==> config.mk <==
export PLATFORM = sky130hd
export DESIGN_NAME = sid_voice_sched
export DESIGN_NICKNAME = d
export VERILOG_FILES = /design/src/rtl/sid_voice_sched.sv
export SDC_FILE = /design/constraint.sdc
export NUM_CORES = 1
export LEC_CHECK = 0
export CAP_MARGIN = 10
export CORE_AREA = 2 2 39 41
export CTS_BUF_LIST = sky130_fd_sc_hd__clkbuf_4 sky130_fd_sc_hd__clkbuf_8
export CTS_CLUSTER_SIZE = 10
export DETAILED_ROUTE_END_ITERATION = 10
export DIE_AREA = 0 0 41 43
export GPL_ROUTABILITY_DRIVEN = 0
export GPL_TIMING_DRIVEN = 0
export PLACE_DENSITY_LB_ADDON = 0.3
export SLEW_MARGIN = 20
export SYNTH_ARGS = -nofsm -noshare
export SYNTH_HDL_FRONTEND = slang
export SYNTH_SLANG_ARGS = --single-unit
==> constraint.sdc <==
create_clock -name clk -period 3.46 [get_ports clk]
set_input_delay 0.692 -clock clk [delete_from_list [all_inputs] [get_ports clk]]
set_output_delay 0.692 -clock clk [all_outputs]
set_load 0.01 [all_outputs]
==> src/rtl/sid_voice_sched.sv <==
// sid_voice_sched: sequences the four SID clock phases across VOICES voices on one shared datapath and arbitrates register-file writes.
module sid_voice_sched #(
  parameter int VOICES = 3
) (
  input  logic       clk,
  input  logic       res,
  input  logic       tick,
  input  logic       bus_req,
  output logic       bus_gnt,
  output logic [3:0] phase,
  output logic [1:0] voice,
  output logic [1:0] src_voice,
  output logic       st_we,
  output logic       busy,
  output logic       overrun
);
  typedef enum logic [1:0] {IDLE, RUN, GNT} state_t;
  localparam logic [1:0] VL = 2'(VOICES - 1);
  state_t     state, n_state;
  logic [1:0] stage, n_stage, n_voice;
  logic       last;
  assign last = state == RUN && stage == 2'd3 && voice == VL;
  always_comb begin
    n_state = state;
    n_stage = 2'd0;
    n_voice = 2'd0;
    case (state)
      IDLE: n_state = tick ? RUN : bus_req ? GNT : IDLE;
      RUN: begin
        n_state = last ? (bus_req ? GNT : IDLE) : RUN;
        n_stage = last ? 2'd0 : voice == VL ? stage + 2'd1 : stage;
        n_voice = last || voice == VL ? 2'd0 : voice + 2'd1;
      end
      GNT: n_state = tick ? RUN : IDLE;
      default: n_state = IDLE;
    endcase
  end
  // Outputs are registered from next-state values so they line up with state.
  always_ff @(posedge clk) begin
    if (res) begin
      state     <= IDLE;
      stage     <= 2'd0;
      voice     <= 2'd0;
      src_voice <= 2'd0;
      phase     <= 4'd0;
      st_we     <= 1'b0;
      busy      <= 1'b0;
      bus_gnt   <= 1'b0;
      overrun   <= 1'b0;
    end else begin
      state     <= n_state;
      stage     <= n_stage;
      voice     <= n_voice;
      src_voice <= n_state == RUN ? (n_voice == 2'd0 ? VL : n_voice - 2'd1) : 2'd0;
      phase     <= n_state == RUN ? 4'd1 << n_stage : 4'd0;
      st_we     <= n_state == RUN;
      busy      <= n_state == RUN;
      bus_gnt   <= n_state == GNT;
      overrun   <= overrun | (tick && state == RUN);
    end
  end
endmodule

* After elaboration in Yosys (flattened, before gate mapping)
Index checks and enable logic that the tools add are counted.
** Word-level totals
- Flip-flop bits (word level) :: 15
- Input port bits :: 4
- Output and inout port bits :: 12
- Word-level logic and storage cells :: 40
** Cells by class
- $add $sub $neg :: 3
- Equality and inequality tests :: 6
- Shift operators :: 1
- Muxes and demuxes :: 11
- Bitwise logic cells :: 2
- Reduce and logical (&&, ||, !) cells :: 8
** Operators by type and width (number)
- $mux 2 :: 9
- $eq 2x2->1 const B :: 4
- $pmux 2 s3 :: 1
- $add 2x1->2 const B :: 2
- $eq 2x1->1 const B :: 2
- $logic_not 2->1 :: 2
- $shl 1x2->4 const A :: 1
- $logic_and 1x1->1 :: 3
- $reduce_or 3->1 :: 1
- $reduce_or 2->1 :: 1
- $sub 2x1->2 const B :: 1
- $logic_or 1x1->1 :: 1
- $mux 1 :: 1
- $not 1->1 :: 1
- $or 1x1->1 :: 1

* Depth between registers and ports, before layout
- Word-level depth :: 8
- Depth in mapped cells :: 5
- Depth with buffers taken out :: 5

* Least setup slack after synthesis
OpenSTA, ideal clock, no wires.
- Kind :: input port to flip-flop
- Start point :: input port res
- End point :: register phase[1]
- Library setup time :: 0.079 ns
- Data arrival time :: 1.238 ns
- Required time :: 3.381 ns
- Setup slack :: 2.143 ns
- Stages on the path :: 3
- Path buffers :: 1
- Cell sequence :: clkbuf_1 -> nand2b_1 -> a211oi_2
** Between the ends
- Cells in the longest elaborated chain, start to end :: 1
** Ends and longest elaborated chain
- start, declared :: RTL line 6 : input logic res,
- $reduce_or 2->1 (no line)
- end signal, assigned :: RTL line 55 : phase <= n_state == RUN ? 4'd1 << n_stage : 4'd0;
- end, declared :: RTL line 10 : output logic [3:0] phase,
No other way between the ends.
A chain may end at the register's enable or synchronous reset.

* Worst setup path in the final report
- Start point :: register voice[0]
- End point :: output port voice[0]
** RTL lines
- start, declared :: RTL line 11 : output logic [1:0] voice,
- start signal, assigned :: RTL line 53 : voice <= n_voice;
No word-level cell between the ends.

==> results.md <==
- Unrepaired setup endpoints after global routing: no
- Setup violators final: 0
- Post-route DRC: 0
- Tightest Pin Transition: 0.384 ns
- Die height: 43 um
- Worst Skew: 0.00488 ns
- Clk Latency, worst-skew pair: 0.28 ns
- Largest net degree at the start of global routing: 11
- Via count: 441
- Hold Crit Class: flip-flop to flip-flop
- Post-Route WL: 958 um
- Row count: 14
- Num CTS Buffers: 3
- Share of layout cells above drive strength 1: 12.0%
- Overflow after GRT: 0
- Synth top area cells: dfxtp_1, nor2_1, ha_1
- CP Data Required Time: 2.77 ns
- GR Util All Layers: 13.6%
- Synth area leader: dfxtp_1
- Netlist cell types: 22
- Syn Area/Cell: 10.2 um^2
- Worst EP arrival: 1.27 ns
- Critical path cell sequence: clkdlybuf4s50_1
- Post-Layout Cell Count: 91
- Max-slew violations: 0
- Yosys reg bits: 15
- Relative slew slack: 74.4%
- Critical path class: flip-flop to output port
- Core ar.: 0.00138 mm^2
- Sink Count: 15
- Via/cell ratio: 4.85
- Initial antenna violation count: 0
- IO buf count: 15
- Period utilization: 56.6%
- CP top delay family: buffers and inverters
- Post-Syn Area: 569 um^2
- CTS tree: done
- R2r startpoint: state[1]$_SDFF_PP0_
- Status: completed
- I/O Pins: 16
- First-pass GRT wire length: 1600 um
- Fin. Hold Viols: 0
- HP Start: overrun$_SDFF_PP0_
- Final Critical Period: 1.96 ns
- Static leakage: 0.293 nW
- Sequential area share after synthesis: 52.7%
- Setup_tns: 0 ns
- Slowest CP cell: clkdlybuf4s50_1
- Hpwl dp: 702 um
- Max frequency: 511 MHz
- Clock buffer depth: 2
- Worst slack at placement: 1.52 ns
- Post-Syn Nets: 62
- Initial core utilization: 41.1%
- DR iter-0 viols: 2
- Post-synth top area share: 52.7%
- 1st-pass router iterations: 4
- Layout overhead on the synthesized area: 35.2%
- Final nets: 82
- Pwr Density: 438 mW/mm^2
- Clock Root Buffer: clkbuf_4
- Vias in the first global route: 404
- CP Capture Type: output port
- Postcts setup bufs: 0
- Cts repair resizes: 0
- Die W: 41 um
- Dpl cells: 87
- CP max FO: 6
- Antenna Nets Post-Route: 0
- Peak supply drop: 284 uV
- Max Cap Violations: 0
- Most frequent cells in the layout: dfxtp_1, clkdlybuf4s50_1, nor2_1
- Syn Inst Count: 56
- H-tree Lvls: 1
- Worst Setup SP: voice[0]$_SDFF_PP0_
- Crit path launch type: flip-flop
- CTS clk-pin slew, worst paths: 0.09 ns
- ANT cells: 0
- Die area: 0.00176 mm^2
- Final core utilization: 55.6%
- Worst setup margin: 1.50 ns
- Drt wl/cell: 10.5 um
- Synthesis Warnings: 0
- Worst path buffer plus inverter count: 1
- Worst stage delay on the critical path: 0.57 ns
- CTS hold repair buffers: 0
- WHS: 0.481 ns
tightest hold or removal path, cell delays in order, from the launching register on:
cell     delay, ns
dfxtp_1       0.34
a21oi_1       0.04
nor2_1        0.07
state kept, by name (all words and copies together) (netlist names):
signal / flops
src_voice: 2
voice: 2
state: 2
stage: 2
phase: 4
busy: 1
overrun: 1
bus_gnt: 1
Yosys cell counts:
cell	number
a211oi_2	1
a21oi_1	3
a2bb2oi_1	1
and3_1	2
buf_4	1
clkbuf_1	1
dfxtp_1	15
ha_1	2
inv_1	2
mux2i_1	1
nand2_1	1
nand2b_1	2
nand3b_1	3
nor2_1	8
nor2b_1	2
nor2b_2	1
nor3_1	4
nor3b_2	2
nor4_1	1
o2111ai_1	1
o21a_1	1
xor2_1	1
final timing paths:
path,to,slack (ns),cells after the start
worst max-delay path,voice[0],1.50,1
worst min-delay path,overrun$_SDFF_PP0_,0.48,2
worst max register to register,src_voice[0]$_SDFF_PP0_,1.99,5
worst min register to register,overrun$_SDFF_PP0_,0.48,2
area by class of cell:
cell class / instances / area [um^2]
repair buffers: 15 / 150
inverters: 2 / 7.51
fillers: 129 / 614
multi-input cells: 37 / 250
flip-flops and latches: 15 / 300
clock buffers: 4 / 30.0
well taps: 16 / 20.0
plain buffers: 2 / 11.3
power by group:
part	internal, W	switching (W)	leakage (nW)
sequential	0.000180	0.00000459	0.123
clock	0.0000526	0.0000545	0.0184
combinational	0.0000247	0.0000201	0.152
total	0.000258	0.0000791	0.293
layer usage:
metal  vias up  part of all wire [%]  track usage [%]  wire length [um]
li1        233                     -                -                 -
met1       196                    46             17.0               445
met2        10                    48             19.4               461
met3         2                   4.3             3.14                41
met4         0                  0.94             10.0                 9
met5         -                     0                0                 0
stage by stage:
stage | total power (W) | area, um^2
final | 0.000337 | 769
after global routing | 0.000351 | 769
after CTS | 0.000341 | 769
after detailed placement | 0.000234 | 739
after global placement | 0.000233 | 739
after floorplan | 0.000212 | 569
logic make-up (layout without fill, tap and decap cells):
group	after synthesis	after routing	share of synthesized area (%)
flops	15	15	52.7
mux	1	1	1.76
simple gates	26	26	27.0
compound gates	7	7	9.23
xor+xnor	1	1	1.54
buf+inv	4	23	3.30
fa+ha+maj	2	2	4.39
Power figures use the tool's default switching activity.
